File: src/rtl/jtag_bus_master.sv
// JTAG user-op executor driving a single-word req/ack bus.
// Optional macro JTAG_BUS_TIMEOUT_EN compiles in the bus timeout and its err path.
module jtag_bus_master #(
  parameter int DATA_LEN       = 32,
  parameter int ADDR_LEN       = 32,
  parameter int OP_LEN         = 8,
  parameter int ADDR_INC       = 4,
  parameter int TIMEOUT_CYCLES = 255
) (
  input  logic                tck,
  input  logic                trst,
  input  logic [OP_LEN-1:0]   user_op,
  input  logic                user_op_ready,
  input  logic [DATA_LEN-1:0] user_wdata,
  output logic [DATA_LEN-1:0] user_rdata,
  output logic                bus_req,
  output logic                bus_we,
  output logic [ADDR_LEN-1:0] bus_addr,
  output logic [DATA_LEN-1:0] bus_wdata,
  input  logic [DATA_LEN-1:0] bus_rdata,
  input  logic                bus_ack,
  output logic                busy
);

  typedef enum logic {S_IDLE, S_BUS} state_e;

  localparam int EXT_W = OP_LEN + 8;

  state_e              state_q, state_d;
  logic                rdy_prev_q, rdy_prev_d;
  logic [ADDR_LEN-1:0] addr_q, addr_d;
  logic [DATA_LEN-1:0] wdata_q, wdata_d;
  logic [DATA_LEN-1:0] rdata_q, rdata_d;
  logic                we_q, we_d;
  logic                inc_q, inc_d;
  logic                err_q, err_d;
  logic                ovr_q, ovr_d;
  logic                sel_q, sel_d;
  logic [7:0]          last_op_q, last_op_d;
`ifdef JTAG_BUS_TIMEOUT_EN
  logic [15:0]         tmo_cnt_q, tmo_cnt_d;
`endif

  logic [EXT_W-1:0]    op_ext;
  logic [7:0]          op8;
  logic                accept, op_valid, done, timeout;
  logic [DATA_LEN-1:0] status;

  assign op_ext   = {8'b0, user_op};
  assign op8      = op_ext[7:0];
  assign op_valid = (op_ext < EXT_W'(8));
  assign accept   = user_op_ready & ~rdy_prev_q;

  always_comb begin
    state_d   = state_q;
    rdy_prev_d = user_op_ready;
    addr_d    = addr_q;
    wdata_d   = wdata_q;
    rdata_d   = rdata_q;
    we_d      = we_q;
    inc_d     = inc_q;
    err_d     = err_q;
    ovr_d     = ovr_q;
    sel_d     = sel_q;
    last_op_d = last_op_q;
    done      = 1'b0;
    timeout   = 1'b0;
`ifdef JTAG_BUS_TIMEOUT_EN
    tmo_cnt_d = tmo_cnt_q;
`endif
    case (state_q)
      S_IDLE: begin
        if (accept && op_valid) begin
          last_op_d = op8;
          sel_d     = (op8 == 8'h06);
          case (op8)
            8'h01: addr_d = ADDR_LEN'(user_wdata);
            8'h02, 8'h03, 8'h04, 8'h05: begin
              state_d = S_BUS;
              we_d    = (op8 == 8'h02) || (op8 == 8'h04);
              inc_d   = (op8 == 8'h04) || (op8 == 8'h05);
              if ((op8 == 8'h02) || (op8 == 8'h04)) wdata_d = user_wdata;
`ifdef JTAG_BUS_TIMEOUT_EN
              tmo_cnt_d = '0;
`endif
            end
            8'h07: begin
              err_d = 1'b0;
              ovr_d = 1'b0;
            end
            default: ;
          endcase
        end
      end
      S_BUS: begin
        // Anything arriving mid-transaction is dropped, SET_ADDR included.
        if (accept && op_valid) ovr_d = 1'b1;
        if (bus_ack) begin
          done = 1'b1;
        end else begin
`ifdef JTAG_BUS_TIMEOUT_EN
          if (tmo_cnt_q == 16'(TIMEOUT_CYCLES - 1)) begin
            done    = 1'b1;
            timeout = 1'b1;
          end else begin
            tmo_cnt_d = tmo_cnt_q + 16'd1;
          end
`endif
        end
        if (done) begin
          state_d = S_IDLE;
          if (!we_q) rdata_d = timeout ? '1 : bus_rdata;
          if (inc_q) addr_d = addr_q + ADDR_LEN'(ADDR_INC);
          if (timeout) err_d = 1'b1;
        end
      end
      default: state_d = S_IDLE;
    endcase
  end

  always_ff @(posedge tck) begin
    if (!trst) begin
      state_q    <= S_IDLE;
      rdy_prev_q <= 1'b0;
      addr_q     <= '0;
      wdata_q    <= '0;
      rdata_q    <= '0;
      we_q       <= 1'b0;
      inc_q      <= 1'b0;
      err_q      <= 1'b0;
      ovr_q      <= 1'b0;
      sel_q      <= 1'b0;
      last_op_q  <= '0;
`ifdef JTAG_BUS_TIMEOUT_EN
      tmo_cnt_q  <= '0;
`endif
    end else begin
      state_q    <= state_d;
      rdy_prev_q <= rdy_prev_d;
      addr_q     <= addr_d;
      wdata_q    <= wdata_d;
      rdata_q    <= rdata_d;
      we_q       <= we_d;
      inc_q      <= inc_d;
      err_q      <= err_d;
      ovr_q      <= ovr_d;
      sel_q      <= sel_d;
      last_op_q  <= last_op_d;
`ifdef JTAG_BUS_TIMEOUT_EN
      tmo_cnt_q  <= tmo_cnt_d;
`endif
    end
  end

  always_comb begin
    status       = '0;
    status[0]    = (state_q == S_BUS);
    status[1]    = err_q;
    status[2]    = ovr_q;
    status[15:8] = last_op_q;
  end

  assign busy       = (state_q == S_BUS);
  assign bus_req    = (state_q == S_BUS);
  assign bus_we     = we_q;
  assign bus_addr   = addr_q;
  assign bus_wdata  = wdata_q;
  assign user_rdata = sel_q ? status : rdata_q;

endmodule

File: config.mk
export PLATFORM = sky130hd
export DESIGN_NAME = jtag_bus_master
export DESIGN_NICKNAME = d
export VERILOG_FILES = /design/src/rtl/jtag_bus_master.sv
export SDC_FILE = /design/constraint.sdc
export NUM_CORES = 1
export LEC_CHECK = 0
export BUFFER_PORTS_ARGS = -buffer_cell sky130_fd_sc_hd__buf_2
export CORE_UTILIZATION = 45
export CTS_CLUSTER_DIAMETER = 150
export DETAILED_ROUTE_END_ITERATION = 7
export HOLD_SLACK_MARGIN = 0.02
export PLACE_DENSITY = 0.76
export SETUP_SLACK_MARGIN = 0.2
export SKIP_CTS_REPAIR_TIMING = 1
export SLEW_MARGIN = 20
export SYNTH_ARGS = -nofsm -noshare
export SYNTH_HDL_FRONTEND = slang
export SYNTH_SLANG_ARGS = --single-unit
File: constraint.sdc
create_clock -name tck -period 2.2 [get_ports tck]
set_input_delay 0.22 -clock tck [delete_from_list [all_inputs] [get_ports tck]]
set_output_delay 0.22 -clock tck [all_outputs]
set_load 0.03 [all_outputs]
==> results by group <==
CTS
  – Clk Latency, worst-skew pair: 0.39 ns
  – Clock tree buffer depth: 2
  – Root Driver: clkbuf_8
  – Sink Count: 110
  – CTS Buf Count: 9
  – CTS H-Tree Depth: 3
  – CTS tree: yes
  – Clock-pin slew on the worst setup and hold paths: 0.10 ns

Global routing
  – Number of global-route vias before repair: 4566
  – Largest net degree at the start of global routing: 88
  – Grt ovf: 0
  – First-pass GRT wire length: 22.3 mm
  – Initial antenna violation count: 0
  – GRT Total Usage: 0.245

Synth
  – Largest family of logic cells by synthesized area: simple AND/OR/NAND/NOR gates
  – Synth warn: 0
  – Mean area per synthesized cell: 8.38 sq um
  – Syn Inst Count: 605
  – Count of flip-flops with a built-in enable after synthesis: 0
  – Mux cell area share after synthesis: 0.111
  – Most numerous cell in the Yosys netlist: dfxtp_1
  – Ranking of synthesized cells by area: dfxtp_1, mux2i_1, nand2_1, a21oi_1, nor2_1
  – FF+latch count, synth: 110
  – Syn_nets: 682
  – Compound-Gate Fraction of Synth Area: 0.148
  – Synthesized cell area: 5070 sq um
  – Count of cell types in the netlist: 58
  – Asr flop ratio synth: 0
  – Synth top area share: 0.435
  – Register area share after synthesis: 0.435
  – Synth Area in Simple Gates: 0.262
  – Commonest cells in the netlist: dfxtp_1, nand2_1, nor2_1
  – Post-synth top area cell: dfxtp_1
  – XOR/XNOR share of the synthesized area: 0.00173
  – Adder-cell share of the synthesized area: 0.00247
  – Ys flop type: dfxtp_1

Detailed routing
  – First drt pass iteration count: 6
  – Via count: 5112
  – Final wirelength: 14.6 mm
  – Vias per cell: 5.53
  – Post-DR wirelength/cell: 15.8 um
  – DR DRC count: 0
  – Final ANT Viol Nets: 0
  – Drt initial violations: 268

Outcome
  – Outcome: finished clean

Critical path
  – Worst EP required: 2.51 ns
  – Crit. End Element: flop
  – CP max FO: 6
  – Reg2Reg Launch Point: bus_addr[22]
  – Critical Path End: bus_addr[30]
  – Crit Reg-Reg Endpoint: bus_addr[30]
  – Critical-path cell list: buf_12 -> nand4_1 -> or4_4 -> or3_1 -> o311a_1 -> a311oi_2
  – Worst Path Arrival: 2.32 ns
  – Crit path kind: reg2reg
  – Critical Path Start Type: flop
  – R2R cell count: 6
  – Reg2Reg Setup Slack: 0.19 ns
  – CP peak stage delay: 0.57 ns
  – Slowest-stage cell, CP: or4_4
  – CP startpoint: bus_addr[22]

Floorplan
  – DIE AREA: 11700 sq um
  – Top-Level Pins: 175
  – Initial Utilization: 0.465
  – Cell row count: 38
  – Vert. Die Dim: 108 um
  – CORE AREA: 10900 sq um
  – DIE WIDTH: 108 um

STA
  – Period utilization: 0.913
  – Fin crit period: 2.01 ns
  – RSZ-0062 raised after global routing: true
  – Slew headroom: 0.599
  – Count of final hold-check violations: 0
  – Max Freq: 0.498 GHz
  – Worst Skew: 0.00874 ns
  – Sum Neg Setup Slack: 0 ns
  – Final setup fails: 0
  – Tightest Pin Transition: 0.601 ns
  – Pins Over Slew Limit: 0

Finish
  – Layout Utilization: 0.599
  – Share of layout cells above drive strength 1: 0.347
  – Antenna diodes: 0
  – Design area: 6530 sq um
  – Area growth, synth to finish: 28.8%
  – Post-layout net count: 856

Power and ir drop
  – Worst IR Drop VDD: 0.314 mV
  – Power per cell area: 525 nW/um^2
  – Leak Pwr: 2.77 nW

Job
  – Max_cap viols: 0

Placed design
  – Placer Congestion: 0.838
  – Port Buffers: 174
  – Placed Instance Area: 6210 sq um
  – Placed wire-length estimate: 10.2 mm

Hold path
  – Min-Delay Path Class: in2reg
[worst min-delay path by stage]
stage,to,from,cells after the start
floorplan,rdy_prev_q,user_op_ready,1
global placement,rdata_q[17],rdata_q[17],2
detailed placement,rdata_q[24],rdata_q[24],2
CTS,rdy_prev_q,user_op_ready,2
global route,rdata_q[21],bus_rdata[21],3
finish,rdy_prev_q,user_op_ready,2
[kinds of logic after synthesis]
group / Yosys count
flip-flops: 110
adder cells (fa/ha/maj): 1
buffers and inverters: 49
AO/OA/AOI/OAI: 117
multiplexers: 55
AND/OR/NAND/NOR: 272
XOR/XNOR: 1
[cell usage in the layout (no fill, tap or decap), drive strengths merged, types with 4 or more instances in the layout]
master,count
nor3,12
inv,7
buf,205
o41ai,4
nand2,102
nor2,59
o21ai,10
a21oi,54
a21o,8
a22oi,4
nand4,12
or3,5
o22ai,7
and3,18
or4,5
nand3,21
dfxtp,110
clkbuf,13
mux2,10
a31oi,7
nor4,5
mux2i,45
nor2b,22
[metrics by stage]
| step | cells | power [mW] | hold slack (ns) | worst slack, ns |
|---|---|---|---|---|
| final | 924 | 3.42 | 0.0508 | 0.192 |
| after global routing | 924 | 3.55 | 0.0419 | 0.123 |
| after CTS | 918 | 3.47 | 0.0306 | 0.117 |
| after detailed placement | 902 | 2.20 | 0.443 | 0.135 |
| after global placement | 902 | 2.20 | 0.438 | 0.176 |
| after floorplan | 605 | 2.09 | 0.342 | 0.128 |
[registers in the layout, indices dropped and copies added (netlist names)]
signal	flops
bus_addr	32
bus_req	1
bus_wdata	32
bus_we	1
inc_q	1
last_op_q	8
ovr_q	1
rdata_q	32
rdy_prev_q	1
sel_q	1
[layout make-up]
cell class / instances / area (sq um)
multi-input cells: 446 / 2710
repair buffers: 205 / 1140
clock inverters: 3 / 22.5
clock buffers: 13 / 190
flip-flops and latches: 110 / 2260
fillers: 975 / 4360
inverters: 7 / 27.5
well taps: 140 / 175
[metal layers]
metal / track usage / wire, um
met1: 0.320 / 6380
met4: 0.122 / 431
met2: 0.391 / 7000
met3: 0.0392 / 829
met5: 0 / 0
[where the power goes]
part | switching (mW) | internal [mW]
registers | 0.00255 | 1.98
logic | 0.0969 | 0.0688
clock network | 0.699 | 0.579
total | 0.798 | 2.63
[critical path: cells and delay by family, from the launching register on]
kind	cells	cell delay, ns
buffers and inverters	1	0.10
AND/OR/NAND/NOR	3	0.99
AO/OA/AOI/OAI	2	0.47
flip-flops	1	0.37
Power figures use the tool's default switching activity.
